==> config.mk <==
export PLATFORM = sky130hd
export DESIGN_NAME = stream_frame_assembler
export DESIGN_NICKNAME = d
export VERILOG_FILES = /design/src/rtl/stream_frame_assembler.sv
export SDC_FILE = /design/constraint.sdc
export NUM_CORES = 1
export LEC_CHECK = 0
export BUFFER_PORTS_ARGS = -buffer_cell sky130_fd_sc_hd__buf_2
export CAP_MARGIN = 10
export CORE_MARGIN = 10
export CORE_UTILIZATION = 45
export CTS_CLUSTER_DIAMETER = 30
export CTS_CLUSTER_SIZE = 30
export DETAILED_ROUTE_END_ITERATION = 8
export PLACE_DENSITY = 0.66
export SLEW_MARGIN = 30
export SYNTH_ARGS = -nofsm -noshare
export SYNTH_HDL_FRONTEND = slang
export SYNTH_SLANG_ARGS = --single-unit
==> constraint.sdc <==
create_clock -name clk -period 4.65 [get_ports clk]
set_input_delay 0.465 -clock clk [delete_from_list [all_inputs] [get_ports clk]]
set_output_delay 0.465 -clock clk [all_outputs]
set_load 0.02 [all_outputs]
==> src/rtl/stream_frame_assembler.sv <==
// stream_frame_assembler
// Collects a time-multiplexed sample stream (stream 0 flagged by s_first)
// into a parallel frame vector for temporal_fusion, pulsing x_valid once
// per completed frame and flagging/counting framing errors.
module stream_frame_assembler #(
  parameter int DATA_WIDTH  = 16,
  parameter int NUM_STREAMS = 4,
  parameter int CNT_WIDTH   = 16
) (
  input  logic                                  clk,
  input  logic                                  rst,
  input  logic signed [DATA_WIDTH-1:0]          s_data,
  input  logic                                  s_valid,
  input  logic                                  s_first,
  output logic                                  s_ready,
  output logic [0:NUM_STREAMS-1][DATA_WIDTH-1:0] x_out,
  output logic                                  x_valid,
  output logic [CNT_WIDTH-1:0]                  frame_count,
  output logic                                  sync_err,
  output logic [CNT_WIDTH-1:0]                  sync_err_count
);

  localparam int IDX_W = (NUM_STREAMS > 1) ? $clog2(NUM_STREAMS) : 1;
  localparam logic [IDX_W-1:0] LAST_IDX = IDX_W'(NUM_STREAMS - 1);

  typedef enum logic {
    EXPECT_FIRST,
    FILL
  } state_t;

  state_t                                  state, state_next;
  logic [IDX_W-1:0]                        idx, idx_next;
  logic [0:NUM_STREAMS-1][DATA_WIDTH-1:0]  fill_buf;
  logic [0:NUM_STREAMS-1][DATA_WIDTH-1:0]  frame_next;
  logic                                    accept;
  logic                                    wr_en;
  logic [IDX_W-1:0]                        wr_idx;
  logic                                    complete;
  logic                                    err;

  assign accept = s_valid && s_ready;

  // FSM state and write index register.
  // NOTE: sequential state is always assigned with <= so every register in
  // the block samples pre-edge values, independent of statement order.
  always_ff @(posedge clk) begin
    if (rst) begin
      state <= EXPECT_FIRST;
      idx   <= '0;
    end else begin
      state <= state_next;
      idx   <= idx_next;
    end
  end

  // Next-state decode: where the accepted sample goes, and whether it
  // completes a frame or signals a framing error.
  // NOTE: every output of this block gets a default first, so no path
  // leaves a signal unassigned and no latch is inferred.
  always_comb begin
    state_next = state;
    idx_next   = idx;
    wr_en      = 1'b0;
    wr_idx     = idx;
    complete   = 1'b0;
    err        = 1'b0;
    unique case (state)
      EXPECT_FIRST: begin
        if (accept) begin
          if (s_first) begin
            wr_en  = 1'b1;
            wr_idx = '0;
            if (NUM_STREAMS == 1) begin
              complete = 1'b1;
            end else begin
              idx_next   = IDX_W'(1);
              state_next = FILL;
            end
          end else begin
            // Stray mid-frame sample with no frame open: drop it.
            err = 1'b1;
          end
        end
      end
      FILL: begin
        if (accept) begin
          wr_en = 1'b1;
          if (s_first) begin
            // Premature start: abandon the partial frame, restart on this sample.
            err      = 1'b1;
            wr_idx   = '0;
            idx_next = IDX_W'(1);
          end else if (idx == LAST_IDX) begin
            complete   = 1'b1;
            idx_next   = '0;
            state_next = EXPECT_FIRST;
          end else begin
            idx_next = idx + IDX_W'(1);
          end
        end
      end
      default: begin
        state_next = EXPECT_FIRST;
        idx_next   = '0;
      end
    endcase
  end

  // Fill buffer with the incoming sample merged into its slot; this is also
  // the frame presented on completion.
  always_comb begin
    frame_next = fill_buf;
    for (int i = 0; i < NUM_STREAMS; i++) begin
      if (wr_en && (wr_idx == IDX_W'(i))) frame_next[i] = s_data;
    end
  end

  // Frame buffer storage.
  // NOTE: the buffer is deliberately not reset; a frame is only emitted
  // after every slot has been rewritten starting from slot 0, so stale
  // contents can never escape.
  always_ff @(posedge clk) begin
    if (wr_en) fill_buf <= frame_next;
  end

  // Output frame, pulses, handshake and saturating status counters.
  always_ff @(posedge clk) begin
    if (rst) begin
      s_ready        <= 1'b0;
      x_out          <= '0;
      x_valid        <= 1'b0;
      sync_err       <= 1'b0;
      frame_count    <= '0;
      sync_err_count <= '0;
    end else begin
      s_ready  <= 1'b1;
      x_valid  <= complete;
      sync_err <= err;
      if (complete) begin
        x_out <= frame_next;
        if (frame_count != '1) frame_count <= frame_count + CNT_WIDTH'(1);
      end
      if (err && (sync_err_count != '1)) begin
        sync_err_count <= sync_err_count + CNT_WIDTH'(1);
      end
    end
  end

endmodule

# Yosys cells after proc, flatten, opt, wreduce, memory -nomap -nowiden
# Cells that the tools add are included.
[totals] regBits=166 latchBits=0 ramBits=0 mem_bits_ro=0 input_bits=20 out_inout_bits=99 memories=0
[classes] n_addsub=3 multipliers=0 div_mod_pow=0 n_lt_le_gt_ge=0 n_eq_ne=9 n_shift=0 mux=28 bitwise_logic=1 n_reduce_logical=9
[op_table] operator="2-to-1 mux 16 bit" n=4
[op_table] operator="adder 16 x 1 -> 16 bit, second input constant" n=2
[op_table] operator="inequality test 16 bit, second input constant" n=2
[op_table] operator="2-to-1 mux 2 bit" n=7
[op_table] operator="2-to-1 mux 1 bit" n=13
[op_table] operator="equality test 2 bit, second input constant" n=3
[op_table] operator="logical AND 1 bit" n=6
[op_table] operator="one-hot mux 1 bit (2 select lines)" n=3
[op_table] operator="inequality test 2 bit, second input constant" n=2
[op_table] operator="one-hot mux 2 bit (2 select lines)" n=1
[op_table] operator="AND reduction 3 bit" n=1
[op_table] operator="adder 2 x 1 -> 2 bit, second input constant" n=1
[op_table] operator="equality test 2 x 1 -> 1 bit, second input constant" n=1
[op_table] operator="zero test 2 bit" n=1
[op_table] operator="inequality test 2 x 1 -> 1 bit, second input constant" n=1
[op_table] operator="AND reduction 2 bit" n=1
[op_table] operator="NOT 1 bit" n=1

# Logic depth before layout (Yosys ltp)
# Gate-level depths: netlist of the first run.
[logic_depth] ltp_word=6 mapped_depth=8 ltp_nobuf=5

# Worst setup path after synthesis of the first run
# OpenSTA, ideal clock, no wires.
[synth_timing] kind="register to register" startpoint="register s_ready" endpoint="register fill_buf[0] (netlist bit) (enable)" setup_time_ns=0.488 arrival_ns=3.272 t_required_ns=4.162 setup_slack_ns=0.890 path_stages_with_launch=3 path_buffers=0 period_less_slack_ns=3.760 cell_sequence="dfxtp_1 nand2_1 nor2_1"
[synth_via] elab_chain_cells=3 word_cells_on_any_way=4 classes_between="mux (3); reduce/logical (1)"
[synth_lines] item="start, declared" line="15" text="output logic s_ready,"
[synth_lines] item="start signal, assigned" line="129" text="s_ready <= 1'b0;"
[synth_lines] item="start signal, assigned" line="136" text="s_ready <= 1'b1;"
[synth_lines] item="logical AND 1 bit (*)" line="41" text="assign accept = s_valid && s_ready;"
[synth_lines] item="2-to-1 mux 1 bit, on equally long branches" line="86, 69"
[synth_lines] item="one-hot mux 1 bit (2 select lines) (*)" line="67" text="unique case (state)"
[synth_lines] item="named net wr_en" line="36" text="logic wr_en;"
[synth_lines] item="end signal, assigned" line="123" text="if (wr_en) fill_buf <= frame_next;"
[synth_lines] item="end, declared" line="33" text="logic [0:NUM_STREAMS-1][DATA_WIDTH-1:0] fill_buf;"
# Mark *: on every way through the listed nets, which the timed path passes. The rest lies on a longest branch.
# A chain may end at the register's enable or synchronous reset.

# Worst setup path in the final report of the first run
[layout_timing] startpoint="register state" endpoint="register frame_count[0]"
[layout_via] elab_chain_cells=2
[layout_lines] item="start, declared" line="31" text="state_t state, state_next;"
[layout_lines] item="start signal, assigned" line="51" text="state <= state_next;"
[layout_lines] item="2-to-1 mux 1 bit" line="67"
[layout_lines] item="AND reduction 2 bit (no line)"
[layout_lines] item="end signal, assigned" line="141" text="if (frame_count != '1) frame_count <= frame_count + CNT_WIDTH'(1);"
[layout_lines] item="end, declared" line="18" text="output logic [CNT_WIDTH-1:0] frame_count,"
# No other way between the ends.

==> metrics.txt, run 1 <==
most frequent cells in the layout=128 x o21a_1, 118 x buf_2, 102 x dfxtp_1; Area Growth Syn to Fin=18.4%; GRT overflow=0; max cap viols=0; Distinct cells, synth=54; Post-CTS Hold Fix Bufs=0; die width=146 microns; Max Slew Vio Count=0; Final setup violation count=0; Post-synth EDFFs=64; fill cell count=1308; Die Y=146 microns; Peak VDD IR=0.242 mV; count of synthesis-stage warnings from yosys=0; actual slew at the worst max-slew pin=955 ps; Max-slew headroom=0.362; Yosys top cell by area=dfxtp_1; critical path's slowest cell=nand2_2; ys async rst share=0; CTS tree=yes; Clock transition at path regs=70 ps; Layout Skew=14.6 ps; synthesized area=0.00713 sq mm; Via density=5.55; wire length per cell=18.7 microns; ys flop type=dfxtp_1; ANT nets after route=0; Area contributors post-synth=dfxtp_1 29%, edfxtp_1 27%, o21a_1 13%, mux2_2 7.3%, mux2_4 4.2%; initial antenna violation count=0; GRT Overall Usage=0.161; Seq/Total Area, Yosys=0.556; Fin. Hold Viols=0; Cell Count, Final, Fillers Out=914; vias=5070; vias in the first global route=5192; Worst setup SP type=flop; top cell type's share of synthesized area=0.286; Peak Freq=423 MHz; Site Rows=45; power per cell area=356 mW/mm^2; pin count of the biggest net entering global routing=69; design area=0.00844 sq mm; syn nets=609; Setup crit end kind=flop; worst hold path class=in -> reg; critical-path maximum fanout=37; Clk Latency, worst-skew pair=430 ps; Final min period=2370 ps; CTS Sinks=166; WP data arrival=2670 ps; CTS max path bufs=2; dpl cells=882; CP max stage delay=550 ps; TritonCTS buffer count=17; WS Path Type=reg -> reg; CTS root buf=clkbuf_16; Final Cycle Share=0.509; core region area=0.0154 sq mm; Post-Syn Instances=586; commonest non-fill, non-tap cell in the layout=o21a_1; R2R setup slack=2280 ps; Resized cells post-CTS=0; worst path cell trace=and4b_1 -> nand2_2 -> a21oi_1 -> mux2_2; unrepaired setup endpoints after global routing=no; drt pass-1 iters=4; DIE AREA=0.0213 sq mm; Port Buf Inserts=118; post-CTS setup buffers=0; drc violations=0; Detailed Route Iter0 Violations=410; outcome=finished clean; Final GP Congestion=0.835; post-placement setup slack=2040 ps; Yosys reg bits=166; Setup Total Neg Slack=0 ps; final worst slack=2280 ps; Starting Density=0.464; first-pass GRT wire length=27.7 mm; Avg Cell Area, Syn=12.2 sq um; dpl hpwl=11.4 mm; I/O Pins=119; placed cell area=0.00786 sq mm; total wire length=17.1 mm; Leak=3.26 nW; CP required=4960 ps; number of nets in the layout=713; H-tree Lvls=4; layout cell share with drive strength beyond 1=0.336; Diodes inserted=0
[layout make-up]
| type | instances | area [sq um] | share of cell area |
|---|---|---|---|
| Sequential cell | 166 | 3960 | 0.470 |
| Multi-Input combinational cell | 372 | 2970 | 0.351 |
| Timing Repair Buffer | 124 | 636 | 0.0753 |
| Clock buffer | 18 | 429 | 0.0508 |
| Tap cell | 211 | 264 | 0.0313 |
| Clock inverter | 14 | 149 | 0.0176 |
| Inverter | 9 | 33.8 | 0.00400 |
[state kept, by name, summed over array words and instances, names as in the netlist]
| signal | cells |
|---|---|
| x_valid | 1 |
| state | 1 |
| x_out | 64 |
| sync_err_count | 16 |
| fill_buf | 64 |
| idx | 2 |
| frame_count | 16 |
| sync_err | 1 |
| s_ready | 1 |
[cell families (layout without fill, tap and decap cells)]
kind of cell,count (synthesis),in the layout,synth area share
buffers and inverters,48,165,0.0311
DFF,166,166,0.556
AOI/OAI and AO/OA,182,182,0.186
adders and majority gates,3,3,0.00526
muxes,72,72,0.124
xor gates and xnor gates,1,1,0.00123
and+or+nand+nor,114,114,0.0969
[synthesized netlist by cell type (9+ instances only)]
master and number:
o21a_1 128, dfxtp_1 102, edfxtp_1 64, mux2_2 46, clkbuf_1 23, mux2_4 20
nor2_1 20, nand2_1 19, a21oi_1 16, o31ai_1 11, nand3_1 10, buf_2 9
inv_1 9, or4_1 9
[worst paths after layout]
path	start	endpoint	depth (start not counted)
worst max-delay path	state	frame_count[0]	4
worst max register to register	state	frame_count[0]	4
worst min register to register	sync_err_count[15]	sync_err_count[15]	2
worst min-delay path	s_data[5]	fill_buf[37]	2
[where the power goes]
part           switching (mW)  internal, mW  total (mW)
clock                   0.579         0.793        1.37
sequential            0.00741          1.53        1.54
combinational          0.0609        0.0340      0.0949
total                   0.648          2.36        3.00
[per-layer routing]
| metal | track usage | up-vias | share of wire |
|---|---|---|---|
| met5 | 0 | - | 0 |
| met4 | 0.0495 | 0 | 0.0074 |
| met3 | 0.0531 | 11 | 0.052 |
| met2 | 0.264 | 129 | 0.48 |
| met1 | 0.194 | 2504 | 0.46 |
| li1 | - | 2426 | - |
[critical path, delay by kind of cell, from the launching register on]
family	cells	cell delay, ps
compound gates	1	410
flops	1	430
mux	1	370
simple gates	2	1030
[through the flow]
step	hold WS, ps	util	power (mW)
6_report	398	0.549	3.00
4_1_cts	377	0.549	3.04
3_5_place_dp	499	0.512	1.66
5_1_grt	391	0.549	3.11
3_3_place_gp	476	0.511	1.66
2_1_floorplan	533	-	1.63
No activity file was read; power rests on OpenSTA's default activity.
==> run 2, diff against run 1 <==
Settings changed: PLACE_DENSITY 0.66 to 0.69.
Clock period 4.65 ns to 1.95 ns, I/O delays scaled along.
==> run 2 against run 1 <==
Compared with the run above:
- routed wire length rose by 2.3%
- core utilization rose by 1.7 points
- total power rose by 150%
- fmax rose by 29%
- clock power rose to 2.5 times the previous value
- sequential power rose by 140%
- via count rose by 2.2%
- largest cell class unchanged
==> metrics.txt, run 2 (synthesized netlist as in run 1, its figures left out) <==
Starting Density=0.464 (unchanged); DIE AREA=0.0213 sq mm (unchanged); CTS tree=yes; Final setup violation count=0 (unchanged); Diodes inserted=0 (unchanged); dpl hpwl=11.7 mm (+2.4%); most frequent cells in the layout=128 x o21a_1, 118 x buf_2, 99 x dfxtp_1; Worst setup SP type=flop; drc violations=0 (unchanged); Via density=5.56 (+0.22%); Clk Latency, worst-skew pair=430 ps (about the same); ANT nets after route=0 (unchanged); WS Path Type=reg -> reg; dpl cells=899 (+1.9%); Logic pwr share=0.034 (+0.002); Die Y=146 microns (unchanged); CTS Sinks=166 (unchanged); power per cell area=847 mW/mm^2 (+140%); Psw=1.57 mW (+140%); vias=5181 (+2.2%); Port Buf Inserts=118 (unchanged); pin count of the biggest net entering global routing=66 (-4.3%); GRT overflow=0 (unchanged); TritonCTS buffer count=17 (unchanged); worst hold path class=in -> reg; Final min period=1840 ps (-530 ps); Site Rows=45 (unchanged); GRT busiest layer=met2; Max-slew headroom=0.487 (+0.125); Leak=3.39 nW (+4.0%); met1 GRT Util=0.201 (+0.00722); Layout Skew=5.88 ps (-8.74 ps); Largest regs=fill_buf (64), x_out (64); Post-CTS Hold Fix Bufs=0 (unchanged); drt pass-1 iters=5 (+1); actual slew at the worst max-slew pin=769 ps (-185 ps); layout cell share with drive strength beyond 1=0.366 (+0.0305); CP required=2260 ps (-2700 ps); Peak VDD IR=0.571 mV (+140%); Area Growth Syn to Fin=22.1%; number of nets in the layout=731 (+2.5%); wire length per cell=18.8 microns (+0.30%); commonest non-fill, non-tap cell in the layout=o21a_1; met3 global-route usage=0.0534 (+0.000310); H-tree Lvls=4 (unchanged); Pint=5.80 mW (+150%); Final GP Congestion=0.851 (+1.9%); Clock transition at path regs=70 ps (about the same); Peak Freq=545 MHz (+29%); GR Util met2=0.260 (-0.00387); Setup crit end kind=flop; max cap viols=0 (unchanged); outcome=finished clean; total wire length=17.5 mm (+2.3%); Max Slew Vio Count=0 (unchanged); WP data arrival=2150 ps (-520 ps); initial antenna violation count=0 (unchanged); Cell Count, Final, Fillers Out=932 (+2.0%); Fin. Hold Viols=0 (unchanged); core region area=0.0154 sq mm (unchanged); vias in the first global route=5291 (+1.9%); Overall Power=7.37 mW (+150%); Final Cycle Share=0.941 (+0.433); post-layout util=0.566 (+0.0171); sequential power share=0.496 (-0.015); CTS root buf=clkbuf_16; first-pass GRT wire length=28.5 mm (+2.9%); die width=146 microns (unchanged); fill cell count=1297 (-0.84%); sw frac=0.213 (-0.00260); Detailed Route Iter0 Violations=274 (-33%); CTS max path bufs=2 (unchanged); I/O Pins=119 (unchanged); GRT Overall Usage=0.164 (+0.00347); critical-path maximum fanout=12 (-68%); Clk pwr share=0.469 (+0.012)
[run 2: critical path, stage by stage, from the launching register on]
cell and delay, ps:
dfxtp_4 370, ha_2 220, nand4_2 120, buf_4 170, nor4_1 260, buf_4 230, nor4_1 70, mux2_2 280
[run 2: area by class of cell]
cell class,count,area [sq um],share of cell area
clock inverter,14,175,0.0201
clock buffer,18,439,0.0505
tap,211,264,0.0303
multi-input combinational,372,2970,0.342
sequential,166,3970,0.456
timing repair buffer,142,846,0.0972
inverter,9,33.8,0.00388
[run 2: path summary, 6_finish.rpt]
kind	from	to	slack [ps]	depth (start not counted)
worst max register to register	sync_err_count[0]	sync_err_count[5]	110	7
worst min register to register	sync_err_count[15]	sync_err_count[15]	510	2
worst min-delay path	s_data[11]	fill_buf[43]	150	2
worst max-delay path	sync_err_count[0]	sync_err_count[5]	110	7
[run 2: metal layers]
layer / vias to the layer above / part of all wire
met5: - / 0
met4: 0 / 0.018
met3: 25 / 0.067
met2: 140 / 0.47
met1: 2542 / 0.44
li1: 2474 / -
[run 2: what timing repair did]
action / 4_1_cts / 5_1_grt
endpoints found under the hold margin: 0 / 0
buffers inserted: 0 / 1
setup endpoints to repair: 0 / 5
gates resized for setup: 0 / 5
[run 2: stage by stage]
stage / TNS (ps) / area, sq um / hold WS [ps] / setup slack, ps
global placement: 0 / 8070 / 476 / 133
global route: -8.38 / 8700 / 138 / -8.38
finish: 0 / 8700 / 147 / 114
floorplan: 0 / 7150 / 356 / 38.6
detailed placement: 0 / 8070 / 505 / 84.7
CTS: 0 / 8680 / 133 / 63.4
[run 2: power by group through the flow]
stage / Sequential, mW / Combinational, mW / Clock (mW)
5_1_grt: 3.66 / 0.277 / 3.68
3_3_place_gp: 3.73 / 0.246 / 0
3_5_place_dp: 3.74 / 0.255 / 0
2_1_floorplan: 3.74 / 0.141 / 0
6_report: 3.66 / 0.254 / 3.46
4_1_cts: 3.66 / 0.256 / 3.54
==> run 3, diff against run 2 <==
Settings changed: ABC_AREA from default to 1.
==> run 3 against run 2 <==
Compared with the run above:
- design area down 1.3%
- worst hold slack got worse by 63 ps
- routed wire length is 1.0% lower
- largest power group unchanged
==> metrics.txt, run 3 <==
outcome=finished clean; Die Y=146 microns (about the same); core region area=0.0154 sq mm (unchanged); Final min period=1750 ps (-88.8 ps); dpl cells=1193 (+33%); Synth top cells by count=338 x nand2_1, 102 x dfxtp_1, 95 x inv_1; TritonCTS buffer count=17 (unchanged); mux cell area share after synthesis=0 (-0.124); wire length per cell=14.1 microns (-25%); Cell Count, Final, Fillers Out=1226 (+32%); CP required=2140 ps (-120 ps); initial antenna violation count=0 (unchanged); Largest regs=fill_buf (64), x_out (64); Max-slew headroom=0.640 (+0.153); Avg Cell Area, Syn=8.13 sq um (-33%); CTS root buf=clkbuf_16; H-tree Lvls=4 (unchanged); Worst setup SP type=flop; post-placement setup slack=93.7 ps (+8.95 ps); Max Slew Vio Count=0 (unchanged); Yosys top cell by area=dfxtp_1; Post-Synth Simple-Gate Area=0.278 (+0.181); ANT nets after route=0 (unchanged); area of the multi-input gates=0.00263 sq mm (-11%); syn nets=900 (+48%); max cap viols=0 (unchanged); critical path's slowest cell=dfxtp_1; Diodes inserted=0 (unchanged); Distinct cells, synth=32 (-41%); final worst slack=203 ps (+88.8 ps); Post-synth EDFFs=64 (unchanged); power per cell area=839 mW/mm^2 (-1.0%); Overall Power=7.20 mW (-2.4%); vias=5897 (+14%); drc violations=0 (unchanged); Setup Total Neg Slack=0 ps (unchanged); die width=146 microns (about the same); Final GP Congestion=0.811 (-4.7%); layout cell share with drive strength beyond 1=0.189 (-0.177); RR Startpoint=s_ready; unrepaired setup endpoints after global routing=no; critical-path maximum fanout=16 (+4); Setup crit end kind=flop; Seq/Total Area, Yosys=0.556 (about the same); Clk Latency, worst-skew pair=430 ps (about the same); first-pass GRT wire length=28.3 mm (-0.75%); vias in the first global route=5472 (+3.4%); Post-Syn Instances=877 (+50%); Leak=4.06 nW (+20%); count leader, synth=nand2_1; top cell type's share of synthesized area=0.286 (about the same); pin count of the biggest net entering global routing=51 (-23%); CTS tree=yes; post-synthesis compound-gate area fraction=0.0703 (-0.115); Clock transition at path regs=70 ps (about the same); Post-CTS Hold Fix Bufs=0 (unchanged); number of nets in the layout=1025 (+40%); Post-Synth Adder-Cell Area=0.00526 (about the same); worst path cell trace=nand2_1 -> inv_2 -> nand2_2 -> nand2_1 -> nand2_2 -> nor2_4 -> nand2_1 -> and2_1; GRT overflow=0 (unchanged); Peak VDD IR=0.658 mV (+15%); worst hold path class=in -> reg; Worst Setup SP=s_ready; fill cell count=1450 (+12%); Final setup violation count=0 (unchanged); Min Hold Slack=84.0 ps (-63.1 ps); CTS max path bufs=2 (unchanged); Starting Density=0.464 (about the same); Port Buf Inserts=118 (unchanged); Via density=4.81 (-13%); Final Cycle Share=0.896 (-0.0455); Fin. Hold Viols=0 (unchanged); Site Rows=45 (unchanged); Layout Skew=9.00 ps (+3.12 ps); Peak Freq=572 MHz (+5.1%); xor and xnor area share after synthesis=0.0135 (+0.0123); hold_sp=rst; CTS Sinks=166 (unchanged); DIE AREA=0.0213 sq mm (about the same); CP most frequent cell=nand2_1; Area contributors post-synth=dfxtp_1 29%, edfxtp_1 27%, nand2_1 18%, inv_1 5.0%, o21ai_1 3.5%; GRT Overall Usage=0.163 (-0.00124); Area Growth Syn to Fin=20.4%; I/O Pins=119 (unchanged); dpl hpwl=12.3 mm (+4.9%); main combinational cell family by area after synthesis=simple AND/OR/NAND/NOR gates; CP max stage delay=320 ps (-50 ps); ys async rst share=0 (unchanged); total wire length=17.3 mm (-1.0%); Detailed Route Iter0 Violations=512 (+87%); Yosys reg bits=166 (unchanged); WP data arrival=1940 ps (-210 ps); actual slew at the worst max-slew pin=539 ps (-231 ps); count of synthesis-stage warnings from yosys=0 (unchanged); drt pass-1 iters=5 (unchanged); FF+latch area=0.00396 sq mm (-0.22%); most frequent cells in the layout=338 x nand2_1, 118 x buf_2, 102 x dfxtp_1; commonest non-fill, non-tap cell in the layout=nand2_1; ys flop type=dfxtp_1; WS Path Type=reg -> reg; synthesized area=0.00713 sq mm (about the same)
==> run 3: cell count changes after synthesis, sizes merged, moves of 9 or more <==
cell    before  now
nand2       19  345
o21a       128    0
inv          9   99
mux2        70    0
o21ai        8   71
nor2        20   53
nand3       12   39
clkbuf      23    7
and2         4   16
a21oi       16   27
o31ai       11    0
nor4         9    0
or4          9    0
==> run 3: cells by family (layout without fill, tap and decap cells) <==
| group | Yosys count | count (layout) |
|---|---|---|
| simple gates | 468 | 468 |
| flops | 166 | 166 |
| buf+inv | 130 | 268 |
| compound gates | 99 | 99 |
| xor+xnor | 11 | 11 |
| fa+ha+maj | 3 | 3 |
==> run 3: path summary, 6_finish.rpt <==
kind / slack [ps] / end / cells past startpoint
worst max-delay path: 200 / fill_buf[37] / 8
worst min-delay path: 80 / s_ready / 2
worst max register to register: 200 / fill_buf[37] / 8
worst min register to register: 450 / x_out[34] / 2
==> run 3: layer usage <==
layer	track usage	vias to the layer above	wire length [microns]
met1	0.216	2685	8070
met3	0.0466	20	1130
li1	-	3028	-
met4	0.0541	0	255
met5	0	-	0
met2	0.249	164	7870
==> run 3: final cells by class <==
| cell class | instances | area share |
|---|---|---|
| Tap cell | 211 | 0.0307 |
| Inverter | 100 | 0.0437 |
| Sequential cell | 166 | 0.462 |
| Clock inverter | 13 | 0.0131 |
| Clock buffer | 19 | 0.0529 |
| Multi-Input combinational cell | 581 | 0.307 |
| Timing Repair Buffer | 136 | 0.0912 |
==> run 3: worst max-delay path: cells and delay by family (launching register included) <==
family / cells / cell delay [ps]
flip-flops: 1 / 320
buffers and inverters: 1 / 90
AND/OR/NAND/NOR: 7 / 1100
==> run 3: what timing repair did <==
| item | 4_1_cts | 5_1_grt |
|---|---|---|
| setup buffers | 0 | 0 |
| endpoints found under the setup margin | 0 | 1 |
| gates resized for setup | 0 | 1 |
==> run 3: stage by stage <==
step / area, sq um / util
2_1_floorplan: 7150 / -
3_3_place_gp: 7990 / 0.520
3_5_place_dp: 7990 / 0.520
4_1_cts: 8560 / 0.557
5_1_grt: 8590 / 0.559
6_report: 8590 / 0.559
==> run 3: report_power, final <==
group | total, mW | internal, mW | leakage [nW] | switching, mW
logic | 0.315 | 0.0958 | 2.37 | 0.219
clock network | 3.21 | 1.75 | 0.276 | 1.46
registers | 3.68 | 3.66 | 1.41 | 0.0159
